==> src/rtl/jtcontra_gfxrom_slot_if.sv <==
// Bus bundle between the two jtcontra_gfx fetchers, the ROM slot and the SDRAM read port.
// Handshakes: gfxN_ok is a level (data valid for the current gfxN_addr while cs is high);
// sdram_req is held until a one-cycle sdram_ack, and data returns on a later one-cycle sdram_rdy.
interface jtcontra_gfxrom_slot_if;
  logic [17:0] gfx1_addr;
  logic        gfx1_cs;
  logic [15:0] gfx1_data;
  logic        gfx1_ok;
  logic [17:0] gfx2_addr;
  logic        gfx2_cs;
  logic [15:0] gfx2_data;
  logic        gfx2_ok;
  logic [21:0] sdram_addr;
  logic        sdram_req;
  logic        sdram_ack;
  logic        sdram_rdy;
  logic [15:0] sdram_din;

  modport slave (
    input  gfx1_addr, gfx1_cs, gfx2_addr, gfx2_cs, sdram_ack, sdram_rdy, sdram_din,
    output gfx1_data, gfx1_ok, gfx2_data, gfx2_ok, sdram_addr, sdram_req
  );

  modport master (
    output gfx1_addr, gfx1_cs, gfx2_addr, gfx2_cs, sdram_ack, sdram_rdy, sdram_din,
    input  gfx1_data, gfx1_ok, gfx2_data, gfx2_ok, sdram_addr, sdram_req
  );
endinterface

==> src/rtl/jtcontra_gfxrom_slot.sv <==
// Two-client graphics ROM slot: one-word cache per client, round-robin SDRAM fetches.
// Optional next-word prefetch per client is enabled by defining JTCONTRA_GFXROM_PREFETCH_EN.
module jtcontra_gfxrom_slot #(
  parameter logic [21:0] GFX1_OFFSET = 22'h0,
  parameter logic [21:0] GFX2_OFFSET = 22'h40000
) (
  input  logic                         clk,
  input  logic                         rst,
  jtcontra_gfxrom_slot_if.slave        bus,
  output logic [1:0]                   dbg_state
);

  typedef enum logic [1:0] {
    ST_IDLE = 2'd0,
    ST_REQ  = 2'd1,
    ST_WAIT = 2'd2
  } state_t;

  state_t      state_q, state_d;
  logic        gnt_q, gnt_d;
  logic        rr_q, rr_d;
  logic [21:0] req_addr_q, req_addr_d;
  logic [17:0] req_tag_q, req_tag_d;
  logic [17:0] tag_q [2];
  logic [17:0] tag_d [2];
  logic [15:0] word_q [2];
  logic [15:0] word_d [2];
  logic [1:0]  valid_q, valid_d;

  logic [17:0] addr [2];
  logic [1:0]  cs, hit, miss, dmiss;
  logic        grant;

`ifdef JTCONTRA_GFXROM_PREFETCH_EN
  logic [17:0] ptag_q [2];
  logic [17:0] ptag_d [2];
  logic [15:0] pword_q [2];
  logic [15:0] pword_d [2];
  logic [1:0]  pvalid_q, pvalid_d;
  logic [1:0]  pf_pend_q, pf_pend_d;
  logic        pf_q, pf_d;
  logic [1:0]  promo;
  logic        pf_sel;
  logic [17:0] pf_tag;
`endif

  // Cache lookup and arbitration
  always_comb begin
    addr[0] = bus.gfx1_addr;
    addr[1] = bus.gfx2_addr;
    cs      = {bus.gfx2_cs, bus.gfx1_cs};
    for (int i = 0; i < 2; i++) begin
      hit[i] = cs[i] & valid_q[i] & (addr[i] == tag_q[i]);
    end
    miss = cs & ~hit;
`ifdef JTCONTRA_GFXROM_PREFETCH_EN
    for (int i = 0; i < 2; i++) begin
      promo[i] = miss[i] & pvalid_q[i] & (addr[i] == ptag_q[i]);
    end
    // A miss served from the prefetch entry never reaches SDRAM
    dmiss  = miss & ~promo;
    pf_sel = ~pf_pend_q[0];
    pf_tag = tag_q[pf_sel] + 18'd1;
`else
    dmiss = miss;
`endif
    grant = (dmiss == 2'b11) ? rr_q : dmiss[1];
  end

  always_comb begin
    bus.gfx1_ok    = hit[0];
    bus.gfx2_ok    = hit[1];
    bus.gfx1_data  = word_q[0];
    bus.gfx2_data  = word_q[1];
    bus.sdram_req  = (state_q == ST_REQ);
    bus.sdram_addr = req_addr_q;
    dbg_state      = state_q;
  end

  always_comb begin
    state_d    = state_q;
    gnt_d      = gnt_q;
    rr_d       = rr_q;
    req_addr_d = req_addr_q;
    req_tag_d  = req_tag_q;
    tag_d      = tag_q;
    word_d     = word_q;
    valid_d    = valid_q;
`ifdef JTCONTRA_GFXROM_PREFETCH_EN
    ptag_d    = ptag_q;
    pword_d   = pword_q;
    pvalid_d  = pvalid_q;
    pf_pend_d = pf_pend_q;
    pf_d      = pf_q;
    for (int i = 0; i < 2; i++) begin
      if (promo[i]) begin
        tag_d[i]    = ptag_q[i];
        word_d[i]   = pword_q[i];
        valid_d[i]  = 1'b1;
        pvalid_d[i] = 1'b0;
      end
    end
`endif
    case (state_q)
      ST_IDLE: begin
        if (dmiss != 2'b00) begin
          gnt_d      = grant;
          rr_d       = ~grant;
          req_tag_d  = addr[grant];
          req_addr_d = (grant ? GFX2_OFFSET : GFX1_OFFSET) + {4'b0, addr[grant]};
`ifdef JTCONTRA_GFXROM_PREFETCH_EN
          pf_d       = 1'b0;
`endif
          state_d    = ST_REQ;
        end
`ifdef JTCONTRA_GFXROM_PREFETCH_EN
        else if (miss == 2'b00 && pf_pend_q != 2'b00) begin
          gnt_d             = pf_sel;
          pf_pend_d[pf_sel] = 1'b0;
          req_tag_d         = pf_tag;
          req_addr_d        = (pf_sel ? GFX2_OFFSET : GFX1_OFFSET) + {4'b0, pf_tag};
          pf_d              = 1'b1;
          state_d           = ST_REQ;
        end
`endif
      end
      // rdy arriving together with ack is not data for this request
      ST_REQ: begin
        if (bus.sdram_ack) state_d = ST_WAIT;
      end
      ST_WAIT: begin
        if (bus.sdram_rdy) begin
`ifdef JTCONTRA_GFXROM_PREFETCH_EN
          if (pf_q) begin
            ptag_d[gnt_q]   = req_tag_q;
            pword_d[gnt_q]  = bus.sdram_din;
            pvalid_d[gnt_q] = 1'b1;
          end else begin
            tag_d[gnt_q]     = req_tag_q;
            word_d[gnt_q]    = bus.sdram_din;
            valid_d[gnt_q]   = 1'b1;
            pf_pend_d[gnt_q] = 1'b1;
          end
`else
          tag_d[gnt_q]   = req_tag_q;
          word_d[gnt_q]  = bus.sdram_din;
          valid_d[gnt_q] = 1'b1;
`endif
          state_d = ST_IDLE;
        end
      end
      default: state_d = ST_IDLE;
    endcase
  end

  always_ff @(posedge clk) begin
    if (rst) begin
      state_q    <= ST_IDLE;
      gnt_q      <= 1'b0;
      rr_q       <= 1'b0;
      req_addr_q <= '0;
      req_tag_q  <= '0;
      tag_q      <= '{default: '0};
      word_q     <= '{default: '0};
      valid_q    <= '0;
`ifdef JTCONTRA_GFXROM_PREFETCH_EN
      ptag_q    <= '{default: '0};
      pword_q   <= '{default: '0};
      pvalid_q  <= '0;
      pf_pend_q <= '0;
      pf_q      <= 1'b0;
`endif
    end else begin
      state_q    <= state_d;
      gnt_q      <= gnt_d;
      rr_q       <= rr_d;
      req_addr_q <= req_addr_d;
      req_tag_q  <= req_tag_d;
      tag_q      <= tag_d;
      word_q     <= word_d;
      valid_q    <= valid_d;
`ifdef JTCONTRA_GFXROM_PREFETCH_EN
      ptag_q    <= ptag_d;
      pword_q   <= pword_d;
      pvalid_q  <= pvalid_d;
      pf_pend_q <= pf_pend_d;
      pf_q      <= pf_d;
`endif
    end
  end

endmodule

==> src/flat_wrapper.sv <==
// flat-port wrapper written by rule: the top's interface ports become plain ports
module jtcontra_gfxrom_slot_flat 
#(
  parameter logic [21:0] GFX1_OFFSET = 22'h0,
  parameter logic [21:0] GFX2_OFFSET = 22'h40000
)
  (clk, rst, dbg_state, bus_gfx1_addr, bus_gfx1_cs, bus_gfx2_addr, bus_gfx2_cs, bus_sdram_ack, bus_sdram_rdy, bus_sdram_din, bus_gfx1_data, bus_gfx1_ok, bus_gfx2_data, bus_gfx2_ok, bus_sdram_addr, bus_sdram_req);
  jtcontra_gfxrom_slot_if bus_i ();
  input  logic clk;
  input  logic rst;
  output logic [1:0] dbg_state;
  input wire logic [$bits(bus_i.gfx1_addr)-1:0] bus_gfx1_addr;
  input wire logic [$bits(bus_i.gfx1_cs)-1:0] bus_gfx1_cs;
  input wire logic [$bits(bus_i.gfx2_addr)-1:0] bus_gfx2_addr;
  input wire logic [$bits(bus_i.gfx2_cs)-1:0] bus_gfx2_cs;
  input wire logic [$bits(bus_i.sdram_ack)-1:0] bus_sdram_ack;
  input wire logic [$bits(bus_i.sdram_rdy)-1:0] bus_sdram_rdy;
  input wire logic [$bits(bus_i.sdram_din)-1:0] bus_sdram_din;
  output wire logic [$bits(bus_i.gfx1_data)-1:0] bus_gfx1_data;
  output wire logic [$bits(bus_i.gfx1_ok)-1:0] bus_gfx1_ok;
  output wire logic [$bits(bus_i.gfx2_data)-1:0] bus_gfx2_data;
  output wire logic [$bits(bus_i.gfx2_ok)-1:0] bus_gfx2_ok;
  output wire logic [$bits(bus_i.sdram_addr)-1:0] bus_sdram_addr;
  output wire logic [$bits(bus_i.sdram_req)-1:0] bus_sdram_req;
  assign bus_i.gfx1_addr = bus_gfx1_addr;
  assign bus_i.gfx1_cs = bus_gfx1_cs;
  assign bus_i.gfx2_addr = bus_gfx2_addr;
  assign bus_i.gfx2_cs = bus_gfx2_cs;
  assign bus_i.sdram_ack = bus_sdram_ack;
  assign bus_i.sdram_rdy = bus_sdram_rdy;
  assign bus_i.sdram_din = bus_sdram_din;
  assign bus_gfx1_data = bus_i.gfx1_data;
  assign bus_gfx1_ok = bus_i.gfx1_ok;
  assign bus_gfx2_data = bus_i.gfx2_data;
  assign bus_gfx2_ok = bus_i.gfx2_ok;
  assign bus_sdram_addr = bus_i.sdram_addr;
  assign bus_sdram_req = bus_i.sdram_req;
  jtcontra_gfxrom_slot #(.GFX1_OFFSET(GFX1_OFFSET), .GFX2_OFFSET(GFX2_OFFSET)) u_core (.clk(clk), .rst(rst), .bus(bus_i), .dbg_state(dbg_state));
endmodule
==> config.mk <==
export PLATFORM = sky130hd
export DESIGN_NAME = jtcontra_gfxrom_slot_flat
export DESIGN_NICKNAME = d
export VERILOG_FILES = /design/src/rtl/jtcontra_gfxrom_slot_if.sv /design/src/rtl/jtcontra_gfxrom_slot.sv /design/src/flat_wrapper.sv
export SDC_FILE = /design/constraint.sdc
export NUM_CORES = 1
export LEC_CHECK = 0
export CAP_MARGIN = 20
export CORE_MARGIN = 2
export CORE_UTILIZATION = 42
export DETAILED_ROUTE_END_ITERATION = 12
export GPL_ROUTABILITY_DRIVEN = 0
export PLACE_DENSITY = 0.75
export SLEW_MARGIN = 20
export SYNTH_ARGS = -nofsm -noshare
export SYNTH_HDL_FRONTEND = slang
export SYNTH_SLANG_ARGS = --single-unit
==> constraint.sdc <==
create_clock -name clk -period 2 [get_ports clk]
set_clock_uncertainty 0.05 [all_clocks]
set_input_delay 0.5 -clock clk [delete_from_list [all_inputs] [get_ports clk]]
set_output_delay 0.5 -clock clk [all_outputs]
set_load 0.1 [all_outputs]
; ---- Word level (Yosys, flattened, before mapping)
; Index checks and enable logic that the tools add are counted.
[op_classes]
multipliers = 0
n_eq_ne = 8
order_cmp = 5
n_shift = 0
reduce_logical = 7
n_div = 0
n_mux = 17
bitwise_logic = 10
addsub = 1
[ops]
columns = op, count
row1 = $mux 18, 4
row2 = $bwmux 36, 1
row3 = $eq 18x18->1, 2
row4 = $bwmux 32, 1
row5 = $add 22x18->22, 1
row6 = $mux 19, 1
row7 = $demux 18 s1, 1
row8 = $demux 16 s1, 1
row9 = $mux 16, 1
row10 = $mux 2, 3
row11 = $pmux 2 s3, 1
row12 = $and 1x1->1, 4
row13 = $eq 2x2->1 const B, 2
row14 = $ge 2x2->1 const B, 2
row15 = $ne 2x2->1 const B, 2
row16 = $not 1->2, 2
row17 = $reduce_and 2->1, 2
row18 = $reduce_and 3->1, 1
row19 = $and 2x2->2, 1
row20 = $eq 2x1->1 const B, 1
row21 = $logic_and 1x1->1, 2
row22 = $logic_not 2->1, 1
row23 = $lt 1x2->1 const B, 1
row24 = $lt 2x1->1 const B, 1
row25 = 8 further kinds, 9
[word_totals]
mem_bits_ro = 0
wordCells = 58
memories = 0
latch_bits = 0
ram_bits = 0
regBits = 114

; ---- Depth between registers and ports, before layout
[logic_depth]
word_depth = 11
ltp_mapped = 7
mapped_depth_nobuf = 6

; ---- Worst setup path before layout
; No wires, ideal clock.
[synth_path]
path_kind = reg-to-output
from = reg u_core.state_q[0] (netlist: u_core.dbg_state[0])
to = out bus_sdram_req
arrival_time_ns = 2.576
path_slack_ns = -1.126
stages_incl_launch_ff = 2
path_cell_list = dfxtp_1 -> nor2b_1
[synth_between]
elab_chain_cells = 1
[synth_lines]
columns = element, line_no
row1 = "start, declared", jtcontra_gfxrom_slot.sv:19  ; state_t state_q, state_d;
row2 = "start signal, assigned", jtcontra_gfxrom_slot.sv:174  ; state_q <= state_d;
row3 = $eq 2x1->1, jtcontra_gfxrom_slot.sv:75  ; bus.sdram_req = (state_q == ST_REQ);
row4 = "end, declared", flat_wrapper.sv:24  ; output wire logic [$bits(bus_i.sdram_req)-1:0] bus_sdram_req;
; No other way between the ends.

; ---- Worst setup path in the final report
[layout_path]
from = in bus_gfx1_addr[4]
to = out bus_gfx1_ok
[layout_between]
elab_chain_cells = 2
[layout_lines]
columns = element, line_no
row1 = "start, declared", flat_wrapper.sv:12  ; input wire logic [$bits(bus_i.gfx1_addr)-1:0] bus_gfx1_addr;
row2 = $eq 18x18->1, jtcontra_gfxrom_slot.sv:53  ; hit[i] = cs[i] & valid_q[i] & (addr[i] == tag_q[i]);
row3 = $and 1x1->1, jtcontra_gfxrom_slot.sv:53
row4 = "end, declared", flat_wrapper.sv:20  ; output wire logic [$bits(bus_i.gfx1_ok)-1:0] bus_gfx1_ok;
; No other way between the ends.

==> results.toml <==
[status]
outcome = "finished with violations"
violations = "negative setup slack"

[yosys]
synthTopCellsByArea = "dfxtp_1, nand2_1, a21oi_1"
synthFlopType = "dfxtp_1"
ys_seq_area_share_pct = 47.26
yosys_warnings = 0
yosysUniqueCellTypes = 31
synth-seq-cells = 92
syn_avg_cell_area_um2 = 8.623
synth_top_area_cell = "dfxtp_1"
synthTopCellsByCount = "nand2_1, dfxtp_1, a21oi_1, xor2_1, clkbuf_1"
synth_edf_count = 0
yosys.area.top_type_share_pct = 47.26
synth.most_common_cell = "nand2_1"
syn_area_um2 = 3897
async_reset_ff_share_pct = 0
syn_inst = 452

[floorplan]
num_rows = 35
start_util_pct = 42.79
ios = 117
core_area_um2 = 9109
dieArea_um2 = 10070
die_w_um = 100.3
die_h_um = 100.3

[grt]
grt_pass1_wl_mm = 19.29
grt_busiest_layer = "met2"
antenna_found_initial = 0
grt_pass1_vias = 3939
overflow = 0
use_met1_pct = 27.17
grt_use_met3_pct = 7.451
grt_max_degree = 74
gr-usage-met2_pct = 43.57
grt_use_total_pct = 24.76

[setup_path]
worstRegToRegCells = 8
endpoint_kind = "output port"
reg2reg_from = "u_core.tag_q[27]$_SDFFE_PP0P_"
critPathLaunchType = "input pin"
crit_start = "bus_gfx1_addr[4]"
path_depth = 6
worstPathArrival_ns = 1.91
cpMaxStageDelayCell = "nor4_2"
cp_max_fo = 2
slowest_delay_ns = 0.32
path_cells = "dlygate4sd2_1 > xor2_1 > nor4_2 > and4_4 > and2_4 > buf_12"
worst_path_dominant_cell_family = "simple AND/OR/NAND/NOR gates"
crit_type = "in2out"
path_buf_inv = 2
required_ns = 1.45

[placed_design]
dp_slack_ns = -1.046
port_buffers = 113
post-dp-hpwl_mm = 7.984

[cts]
path_clk_slew_ns = 0.10
cts_buffer_depth = 2
insertion_delay_ns = 0.36
clock_tree.root_cell = "clkbuf_8"
cts_hold_buf = 0
cts_tree = "done"
cts.sinks = 92
cts_htree_levels = 3
cts_buffers = 9

[pwr]
ir_drop_v = 0.0003606
powerDensity_nw_per_um2 = 683.3
power_leakage_uw = 0.002377
power_uw = 4334

[final_layout]
postLayoutCoreUtil_pct = 69.64
nNetsFinal = 641
n_antenna_cell = 0
area_growth_pct = 62.76
drive_above_1_share_pct = 28.91

[sta]
timing.final.crit_share_pct = 123.1
slew_violations = 0
rsz0062_at_grt = "true"
setup_violations = 21
whs_ns = 0.3689
max_clock_freq_ghz = 0.4062
min_period_ns = 2.462
worst_slack_ns = -0.4617
finalHoldViolCount = 0

[worst_hold_path]
hp-class = "in2reg"
min_from = "bus_gfx2_addr[5]"
whs_path_depth = 2

[routing]
drt-initial-drc-count = 213
drt_first_pass_iters = 5
drc = 0
vias = 3823
ant_nets = 0
drt_wl_total_mm = 12.35
wl_per_cell_um = 17.67
vias_per_cell = 5.469

[job]
max-cap-violations = 0
-- per-stage QoR --
step	instances	area (µm²)	setup TNS (ns)
finish	699	6344	-5.886
global route	699	6344	-6.847
CTS	698	6221	-3.780
detailed placement	668	5797	-21.99
global placement	668	5797	-21.94
floorplan	454	3923	-0.7706
-- sequential cells by signal, summed over array words and instances (netlist names) --
register and count:
u_core.valid_q 2, u_core.rr_q 1, u_core.tag_q 36, u_core.bus.sdram_addr 2
u_core.bus.gfx1_data 16, u_core.dbg_state 2, u_core.req_tag_q 17, u_core.bus.gfx2_data 16
-- logic make-up (layout without fill, tap and decap cells) --
family / after synthesis / in the layout / synth area share (%)
other: 1 / 3 / 0.09622
AND/OR/NAND/NOR: 191 / 191 / 23.82
AO/OA/AOI/OAI: 95 / 95 / 15.73
buffers and inverters: 37 / 171 / 5.008
flip-flops: 92 / 92 / 47.26
XOR/XNOR: 36 / 36 / 8.090
-- worst reg2reg max path: cells and delay by family (launching register included) --
family / cells / cell delay (ns)
AND/OR/NAND/NOR: 3 / 0.71
AO/OA/AOI/OAI: 2 / 0.57
flip-flops: 1 / 0.39
buffers and inverters: 2 / 0.32
XOR/XNOR: 1 / 0.20
-- power breakdown --
part / internal (µW) / switching (µW)
logic: 428 / 657
registers: 1880 / 87.9
clock network: 592 / 686
total: 2900 / 1430
-- area by class of cell --
type,count,area (µm²)
clock inverters,6,72.57
flip-flops and latches,92,1861
well taps,111,138.9
clock buffers,10,127.6
repair buffers,152,2012
fillers,654,2765
multi-input cells,325,2121
inverters,3,11.26
-- routing by layer --
metal	up-vias	part of all wire (%)
met2	215	52
li1	1778	-
met3	47	9.4
met5	-	0
met4	0	3.4
met1	1783	36
-- repair_timing --
item                       4_1_cts  5_1_grt
setup buffers                    9        1
setup endpoints to repair       23       23
resized for setup               89       33
gates cloned                     5        0
hold endpoints to repair         0        0
pin swaps                       32       17
-- placed cells by master, fill, tap and decap left out, types with 3 or more instances in the layout --
master / instances
conb_1: 3
xor2_2: 13
a21oi_1: 73
clkdlybuf4s50_1: 18
buf_12: 60
nor4_2: 5
xor2_1: 20
nor4b_2: 7
clkbuf_8: 9
inv_1: 3
a221o_1: 18
clkbuf_2: 3
dlygate4sd2_1: 21
nand2b_1: 4
nor2_1: 6
dfxtp_2: 9
clkdlybuf4s15_1: 11
buf_6: 9
dfxtp_1: 81
buf_2: 5
nor4b_1: 11
xor2_4: 3
buf_4: 24
nand2_1: 140
-- worst paths after layout --
path | to | slack [ns]
worst max-delay path | bus_gfx1_ok | -0.46
worst min-delay path | u_core.req_tag_q[5]$_SDFFE_PP0P_ | 0.37
worst max register to register | u_core.req_tag_q[14]$_SDFFE_PP0P_ | -0.30
worst min register to register | u_core.tag_q[0]$_SDFFE_PP0P_ | 0.42
Power figures use the tool's default switching activity.
